### config.mk
export PLATFORM = sky130hd
export DESIGN_NAME = edge_mem_ctrl
export DESIGN_NICKNAME = d
export VERILOG_FILES = /design/src/rtl/edge_mem_ctrl.sv
export SDC_FILE = /design/constraint.sdc
export NUM_CORES = 1
export LEC_CHECK = 0
export ABC_AREA = 1
export BUFFER_PORTS_ARGS = -buffer_cell sky130_fd_sc_hd__buf_4
export CAP_MARGIN = 20
export CORE_MARGIN = 2
export CORE_UTILIZATION = 41
export DETAILED_ROUTE_END_ITERATION = 12
export GPL_ROUTABILITY_DRIVEN = 0
export HOLD_SLACK_MARGIN = 0.05
export PLACE_DENSITY = 0.76
export SLEW_MARGIN = 10
export SYNTH_ARGS = -nofsm -noshare
export SYNTH_HDL_FRONTEND = slang
export SYNTH_SLANG_ARGS = --single-unit
export TNS_END_PERCENT = 1
### constraint.sdc
create_clock -name clk -period 2.6 [get_ports clk]
set_input_delay 0.13 -clock clk [delete_from_list [all_inputs] [get_ports clk]]
set_output_delay 0.13 -clock clk [all_outputs]
set_load 0.005 [all_outputs]
### src/rtl/edge_mem_ctrl.sv
// Edge memory sequencer: streams an edge list into BRAM, then arbitrates the
// single read port round-robin across NREQ engines and routes responses back.
module edge_mem_ctrl #(
  parameter int unsigned ADDR_W = 10,
  parameter int unsigned DATA_W = 36,
  parameter int unsigned NREQ   = 4,
  parameter int unsigned RD_LAT = 2
) (
  input  logic                   clk,
  input  logic                   rst,
  input  logic                   start_load,
  input  logic                   ld_valid,
  output logic                   ld_ready,
  input  logic [DATA_W-1:0]      ld_data,
  input  logic                   ld_last,
  output logic                   load_done,
  output logic [ADDR_W:0]        edge_count,
  input  logic [NREQ-1:0]        req_valid,
  output logic [NREQ-1:0]        req_ready,
  input  logic [NREQ*ADDR_W-1:0] req_addr,
  output logic [NREQ-1:0]        rsp_valid,
  output logic [DATA_W-1:0]      rsp_data,
  output logic                   mem_wren,
  output logic [ADDR_W-1:0]      mem_wraddr,
  output logic [DATA_W-1:0]      mem_wrdata,
  output logic [ADDR_W-1:0]      mem_rdaddr,
  input  logic [DATA_W-1:0]      mem_q
);

  localparam int unsigned     PTR_W     = $clog2(NREQ);
  localparam logic [ADDR_W:0] LAST_SLOT = {1'b0, {ADDR_W{1'b1}}};
  localparam logic [ADDR_W:0] CNT_ONE   = {{ADDR_W{1'b0}}, 1'b1};

  typedef enum logic [1:0] {S_IDLE, S_LOAD, S_RUN, S_DRAIN} state_t;

  state_t                      r_state, w_next;
  logic [ADDR_W:0]             r_count;
  logic                        r_load_done;
  logic                        r_wren;
  logic [ADDR_W-1:0]           r_wraddr, r_rdaddr;
  logic [DATA_W-1:0]           r_wrdata;
  logic [PTR_W-1:0]            r_rr_ptr;
  logic [RD_LAT:0]             r_pv, r_poob;
  logic [RD_LAT:0][NREQ-1:0]   r_pid;

  logic                        w_ld_ready, w_run_ok, w_ld_hs, w_ld_end;
  logic                        w_gnt_vld, w_grant, w_gnt_oob, w_pipe_busy;
  logic [PTR_W-1:0]            w_gnt_idx;
  logic [NREQ-1:0]             w_req_ready;
  logic [ADDR_W-1:0]           w_gnt_addr;
  int unsigned                 w_idx;

  assign w_ld_hs     = w_ld_ready & ld_valid;
  assign w_ld_end    = w_ld_hs & (ld_last | (r_count == LAST_SLOT));
  assign w_pipe_busy = |r_pv;

  // State register
  always_ff @(posedge clk) begin
    if (rst) r_state <= S_IDLE;
    else     r_state <= w_next;
  end

  // Next-state logic
  always_comb begin
    w_next = r_state;
    unique case (r_state)
      S_IDLE:  if (start_load)   w_next = S_LOAD;
      S_LOAD:  if (w_ld_end)     w_next = S_RUN;
      S_RUN:   if (start_load)   w_next = S_DRAIN;
      S_DRAIN: if (!w_pipe_busy) w_next = S_LOAD;
      default: w_next = S_IDLE;
    endcase
  end

  // State-decoded outputs; held low during reset so nothing is accepted then
  always_comb begin
    w_ld_ready = 1'b0;
    w_run_ok   = 1'b0;
    unique case (r_state)
      S_LOAD:  w_ld_ready = !r_count[ADDR_W] && !rst;
      S_RUN:   w_run_ok   = !start_load && !rst;
      default: ;
    endcase
  end

  // Round-robin search starting one past the last granted requester
  always_comb begin
    w_gnt_vld = 1'b0;
    w_gnt_idx = '0;
    w_idx     = 0;
    for (int unsigned k = 1; k <= NREQ; k++) begin
      w_idx = (32'(r_rr_ptr) + k) % NREQ;
      if (!w_gnt_vld && req_valid[PTR_W'(w_idx)]) begin
        w_gnt_vld = 1'b1;
        w_gnt_idx = PTR_W'(w_idx);
      end
    end
  end

  assign w_grant    = w_gnt_vld & w_run_ok;
  assign w_gnt_addr = req_addr[w_gnt_idx*ADDR_W +: ADDR_W];
  assign w_gnt_oob  = ({1'b0, w_gnt_addr} >= r_count);

  always_comb begin
    w_req_ready = '0;
    if (w_grant) w_req_ready[w_gnt_idx] = 1'b1;
  end

  // Load/write datapath, read address and arbitration pointer
  always_ff @(posedge clk) begin
    if (rst) begin
      r_count     <= '0;
      r_load_done <= 1'b0;
      r_wren      <= 1'b0;
      r_wraddr    <= '0;
      r_wrdata    <= '0;
      r_rdaddr    <= '0;
      r_rr_ptr    <= PTR_W'(NREQ - 1);
    end else begin
      r_wren      <= w_ld_hs;
      r_load_done <= w_ld_end;
      if (w_ld_hs) begin
        r_wraddr <= r_count[ADDR_W-1:0];
        r_wrdata <= ld_data;
        r_count  <= r_count + CNT_ONE;
      end else if (w_next == S_LOAD && r_state != S_LOAD) begin
        r_count <= '0;
      end
      if (w_grant) begin
        r_rdaddr <= w_gnt_addr;
        r_rr_ptr <= w_gnt_idx;
      end
    end
  end

  // Response tracker: stage k holds the grant issued k+1 cycles earlier
  always_ff @(posedge clk) begin
    if (rst) begin
      r_pv   <= '0;
      r_poob <= '0;
      r_pid  <= '0;
    end else begin
      r_pv   <= {r_pv[RD_LAT-1:0], w_grant};
      r_poob <= {r_poob[RD_LAT-1:0], w_gnt_oob};
      r_pid  <= {r_pid[RD_LAT-1:0], w_req_ready};
    end
  end

  assign ld_ready   = w_ld_ready;
  assign req_ready  = w_req_ready;
  assign load_done  = r_load_done;
  assign edge_count = r_count;
  assign mem_wren   = r_wren;
  assign mem_wraddr = r_wraddr;
  assign mem_wrdata = r_wrdata;
  assign mem_rdaddr = r_rdaddr;
  assign rsp_valid  = (r_pv[RD_LAT] && !rst) ? r_pid[RD_LAT] : '0;
  assign rsp_data   = (r_pv[RD_LAT] && !r_poob[RD_LAT] && !rst) ? mem_q : '0;

endmodule

**After elaboration in Yosys (flattened, before gate mapping)**

Index checks and enable logic that the tools add are counted.

- Register bits: 91
- Input bits: 121
- Output and inout bits: 114
- Word-level logic and storage cells: 87

- Add/subtract/negate cells: 5
- $mul: 1
- Magnitude comparators: 7
- Equality and inequality tests: 6
- Shift-type cells: 1
- Muxes and demuxes: 30
- Bitwise logic cells: 4
- Reductions and logical operators: 20

Operators with widths:

| operator | count |
|---|---|
| variable part select 40 x 7 -> 10 bit | 1 |
| 2-to-1 mux 36 bit | 1 |
| 2-to-1 mux 11 bit | 2 |
| 2-to-1 mux 2 bit | 8 |
| < comparator 2 x 3 -> 1 bit (second input constant) | 5 |
| adder 11 x 1 -> 11 bit (second input constant) | 1 |
| equality test 11 x 10 -> 1 bit (second input constant) | 1 |
| >= comparator 10 x 11 -> 1 bit | 1 |
| 2-to-1 mux 1 bit | 11 |
| logical AND 1 bit | 10 |
| binary-select mux 1 bit (select 2 bit) | 4 |
| 2-to-1 mux 4 bit | 2 |
| case mux 2 bit (4 select lines) | 1 |
| zero test 1 bit | 7 |
| multiplier 2 x 3 -> 5 bit (second input constant) | 1 |
| adder 2 x 1 -> 2 bit (second input constant) | 2 |
| adder 2 bit (second input constant) | 2 |
| equality test 2 x 1 -> 1 bit (second input constant) | 2 |
| equality test 2 bit (second input constant) | 2 |
| AND 1 bit | 3 |
| OR reduction 3 bit | 1 |
| demux 1 bit (select 2 bit) | 1 |
| >= comparator 2 x 1 -> 1 bit (second input constant) | 1 |
| zero test 2 bit | 1 |
| 3 further kinds | 3 |

**Logic depth before layout (Yosys ltp)**

- Depth in word-level cells: 18
- Gate-level depth with buffers: 24
- Depth with buffers taken out: 22

**Worst setup path after synthesis**

No wires, ideal clock.

- Kind: flip-flop to flip-flop
- Start point: register r_rr_ptr[0]
- End point: register r_poob[0]
- Setup time: 0.115 ns
- Data arrival time: 2.440 ns
- Data required time: 2.485 ns
- Path slack: 0.046 ns
- Cell stages (with the launch flop): 24
- Buffers on the path: 2
- Period minus slack after synthesis: 2.554 ns
- Cells stage by stage: dfxtp_1 buf_6 inv_4 nand2_2 nand2_1 nand2_1 nand2_1 nor2_4 nand3_2 nand3_2 buf_4 nand2_1 nand2_1 nand2_1 nand2_1 inv_1 ha_1 a21oi_1 o21ai_0 a21boi_0 o21ai_0 nand3_1 a21oi_1 o21a_1

- Longest elaborated chain between the ends: 16
- Elaborated cells between the ends (all ways): 28
- Those cells by class: 4 x add/sub; 1 x mul; 1 x order compare; 1 x shift; 15 x mux; 6 x reduce/logical

RTL lines:

| what | line | RTL |
|---|---|---|
| from (decl) | 42 | `logic [PTR_W-1:0] r_rr_ptr;` |
| from (signal assigned) | 118 | `r_rr_ptr <= PTR_W'(NREQ - 1);` |
| from (signal assigned) | 131 | `r_rr_ptr <= w_gnt_idx;` |
| adder 2 x 1 -> 2 bit | 92 | `w_idx = (32'(r_rr_ptr) + k) % NREQ;` |
| binary-select mux 1 bit (select 2 bit) | 93 | `if (!w_gnt_vld && req_valid[PTR_W'(w_idx)]) begin` |
| 2-to-1 mux 1 bit (implied by the code) | 93 |  |
| 2-to-1 mux 1 bit | 93 |  |
| zero test 1 bit | 93 |  |
| logical AND 1 bit | 93 |  |
| 2-to-1 mux 1 bit | 93 |  |
| zero test 1 bit | 93 |  |
| logical AND 1 bit | 93 |  |
| 2-to-1 mux 1 bit | 93 |  |
| zero test 1 bit | 93 |  |
| logical AND 1 bit | 93 |  |
| 2-to-1 mux 2 bit * | 93 |  |
| multiplier 2 x 3 -> 5 bit * | 101 | `assign w_gnt_addr = req_addr[w_gnt_idx*ADDR_W +: ADDR_W];` |
| variable part select 40 x 7 -> 10 bit * | 101 |  |
| via w_gnt_addr[2] | 50 | `logic [ADDR_W-1:0] w_gnt_addr;` |
| >= comparator 10 x 11 -> 1 bit * | 102 | `assign w_gnt_oob = ({1'b0, w_gnt_addr} >= r_count);` |
| to (signal assigned) | 144 | `r_poob <= {r_poob[RD_LAT-1:0], w_gnt_oob};` |
| to (decl) | 43 | `logic [RD_LAT:0] r_pv, r_poob;` |

The timed path passes the listed nets; every way through them passes the cells marked *. The select of a mux whose other input is x is not followed.
A chain may end at the register's enable or synchronous reset.

**Final worst setup path**

Ends and elaborated chain as after synthesis.

==> run_results.csv <==
group,metric,value,unit
synth,yosysTopAreaCellShare,39.8,%
synth,yosysWarnings,0,
setup_path,crit_path_start_kind,"flop",
cts,cts_htree_levels,3,
sta,setup_viol,4,
cts,clk_pin_slew,0.11,ns
die,die_y,110,um
die,rows,38,
cts,clockBufferDepth,2,
synth,async_flop_share,0,%
cells_and_area,multi_input_area,0.00248,mm^2
outcome,violations,"negative setup slack",
cells_and_area,stdcell_count,1154,
route,ant_nets,0,
route,wirelength,17.0,mm
sta,worst_slack,-0.259,ns
die,die_width,110,um
setup_path,path_cells,"buf_6, nand2_1, nand3_2, nand2_4, nor2_4, nand3_4, buf_6, buf_12, nand4_1, nand2_1, nand2_2, nand2_2, inv_2, ha_4, a21oi_2, o21ai_2, a21boi_2, o21ai_1, nand3_1, a21oi_1, o21a_1",
synth,syn_avg_cell_area,6.55,um^2
placement,place.port_buffers,234,
cts,cts_tree,"built",
setup_path,critical_path_class,"reg -> reg",
cts,cts_sinks,91,
sta,fin_crit,2.86,ns
outcome,status,"finished with violations",
setup_path,cp.required,2.86,ns
synth,synth.area.top_cells,"dfxtp_1 40%, nand2_1 17%, inv_1 10%",
synth,synth_nets,830,
setup_path,r2r_slack,-0.26,ns
synth,synthCells,698,
power_and_ir_drop,p_leak,3.97,nW
sta,timing.final.crit_share,110,%
setup_path,slowest_delay,0.41,ns
cts,cts_root_buf,"clkbuf_8",
synth,synth_edf_count,0,
cells_and_area,finish.utilization,72.8,%
hold_path,hold_end,"r_state[0]$_SDFF_PP0_",
sta,drv_slew,0,
cells_and_area,nets,1141,
sta,rsz0062_at_grt,"yes",
die,core_area,0.0108,mm^2
power_and_ir_drop,ir_drop,0.000279,V
synth,yosysMostFrequentCell,"nand2_1",
setup_path,rr_worst_depth,21,
sta,hold_viol_final,0,
cts,insertion_delay,0.36,ns
sta,fmax,350,MHz
route,vias,5629,
grt,grt_max_degree,43,
setup_path,cp_slowest_cell,"dfxtp_4",
setup_path,cp_top_family,"simple AND/OR/NAND/NOR gates",
synth,synth.yosys.seq_area_share,39.8,%
cells_and_area,filler_cell_count,819,
cells_and_area,regArea,0.00183,mm^2
sta,tightest_slew,0.643,ns
grt,grt_pass1_wl,23.5,mm
hold_path,hold_start,"start_load",
synth,synth.cell_area,0.00457,mm^2
setup_path,critical_path_cell_count,21,
grt,grt_overflow,0,
synth,synth_largest_area_cell,"dfxtp_1",
route,vias_per_cell,4.88,
sta,relSlewSlack,57.1,%
cells_and_area,syn_to_final_growth,72.6,%
setup_path,cp_max_fo,8,
run,drv_cap,0,
setup_path,arrival,3.12,ns
setup_path,reg2reg_from,"r_rr_ptr[0]$_SDFFE_PP1P_",
placement,dp_cells,1069,
synth,dominantRegCellSynth,"dfxtp_1",
hold_path,hold_path_depth,3,
grt,grt_pass1_vias,5166,
hold_path,hold_class,"in -> reg",
route,firstDrtPassIters,7,
power_and_ir_drop,powerDensity,401,mW/mm^2
grt,grt_antenna_before_repair,0,
synth,synth.distinct_cells,36,
route,drt_iter0_drc,308,
setup_path,end_kind,"flop",
cts,numCtsBuffers,9,
synth,ys_top_cells_by_count,"203 x nand2_1, 122 x inv_1, 91 x dfxtp_1, 67 x nor2_1, 63 x a21oi_1",
sta,whs,0.115,ns
route,drc,0,
cells_and_area,layout-drive-gt1-share,40.0,%
die,io_pins,235,
sta,setup_tns,-0.393,ns
synth,synth_seq_cells,91,
die,start_util,42.2,%
sta,timing.clock.skew,0.0124,ns
route,avgRoutedWirePerCell,14.7,um
placement,place_hpwl,9.92,mm
die,die_area,0.0120,mm^2
cells_and_area,num_antenna_cells,0,
grt,grt_use_total,24.6,%
setup_path,critPathBufInv,4,
setup_path,r2r-end,"r_poob[0]$_SDFF_PP0_",
[per-stage QoR]
| step | setup WS [ns] | power (mW) | cell area (um^2) |
|---|---|---|---|
| after detailed placement | -0.280 | 1.99 | 6610 |
| after CTS | -0.0711 | 3.08 | 7600 |
| after global placement | -0.180 | 1.99 | 6610 |
| final | -0.259 | 3.16 | 7890 |
| after global routing | -0.360 | 3.30 | 7890 |
| after floorplan | 0.0456 | 1.72 | 4570 |
[worst reg2reg max path, stage by stage, from the launching register on]
cell and delay (ns):
dfxtp_4 0.41, buf_6 0.14, nand2_1 0.10, nand3_2 0.11, nand2_4 0.06, nor2_4 0.18, nand3_4 0.11, buf_6 0.15
buf_12 0.13, nand4_1 0.08, nand2_1 0.09, nand2_2 0.10, nand2_2 0.07, inv_2 0.08, ha_4 0.22, a21oi_2 0.17
o21ai_2 0.08, a21boi_2 0.11, o21ai_1 0.08, nand3_1 0.07, a21oi_1 0.06, o21a_1 0.16
[sequential cells by signal (all words and copies together) (netlist names), 2 cells and up]
register	cells
r_pid	12
mem_rdaddr	10
r_pv	3
mem_wrdata	36
r_state	2
mem_wraddr	10
r_rr_ptr	2
r_poob	3
edge_count	11
[logic make-up after synthesis]
family,after synthesis,share of synthesized area [%]
AND/OR/NAND/NOR,323,29.5
adder cells (fa/ha/maj),11,3.01
buffers and inverters,164,14.3
flip-flops,91,39.8
AO/OA/AOI/OAI,109,13.3
[worst max path at each step]
stage,startpoint,end,slack [ns]
finish,r_rr_ptr[0]$_SDFFE_PP1P_,r_poob[0]$_SDFF_PP0_,-0.26
global route,r_rr_ptr[0]$_SDFFE_PP1P_,r_poob[0]$_SDFF_PP0_,-0.36
CTS,r_rr_ptr[0]$_SDFFE_PP1P_,r_poob[0]$_SDFF_PP0_,-0.07
detailed placement,r_rr_ptr[0]$_SDFFE_PP1P_,r_poob[0]$_SDFF_PP0_,-0.28
global placement,r_rr_ptr[0]$_SDFFE_PP1P_,r_poob[0]$_SDFF_PP0_,-0.18
floorplan,r_rr_ptr[0]$_SDFFE_PP1P_,r_poob[0]$_SDFF_PP0_,0.05
[what timing repair did]
action / CTS / global route
resized for setup: 71 / 57
hold endpoints to repair: 38 / 0
pin swaps: 43 / 39
gates cloned: 1 / 0
hold buffers: 37 / 0
setup endpoints to repair: 3 / 5
setup buffers: 25 / 8
[cell usage in the layout, fill, tap and decap left out, types with 2 or more instances in the layout]
master	instances
nor3_1	8
o21ai_1	2
clkinvlp_4	2
dlygate4sd3_1	37
a21oi_2	7
a221oi_1	3
buf_6	10
ha_1	3
buf_4	282
ha_4	8
buf_8	4
nand4_1	22
a21oi_1	61
nand2_2	23
o21ai_2	3
nand3_4	3
clkbuf_8	9
nand2_4	20
buf_12	2
dfxtp_1	89
o21ai_0	24
dfxtp_4	2
nand3_1	9
inv_6	5
inv_1	113
nand2_1	162
inv_2	12
nand3_2	2
nor2_1	66
a211oi_1	2
[where the power goes]
group / switching [mW] / internal (mW) / total (mW)
clock network: 0.585 / 0.373 / 0.958
registers: 0.0157 / 1.42 / 1.44
logic: 0.355 / 0.415 / 0.770
[per-layer routing]
layer | up-vias | global-route usage [%] | part of all wire [%]
li1 | 2777 | - | -
met1 | 2541 | 26.5 | 36
met2 | 250 | 46.9 | 52
met3 | 61 | 4.09 | 7.4
met4 | 0 | 10.5 | 4.6
met5 | - | 0 | 0
[layout make-up]
type | instances | area share (%)
Clock inverter | 7 | 0.872
Clock buffer | 9 | 1.57
Tap cell | 140 | 2.22
Timing Repair Buffer | 336 | 34.6
Sequential cell | 91 | 23.2
Inverter | 128 | 6.25
Multi-Input combinational cell | 443 | 31.4
(Power assumes the default switching activity.)
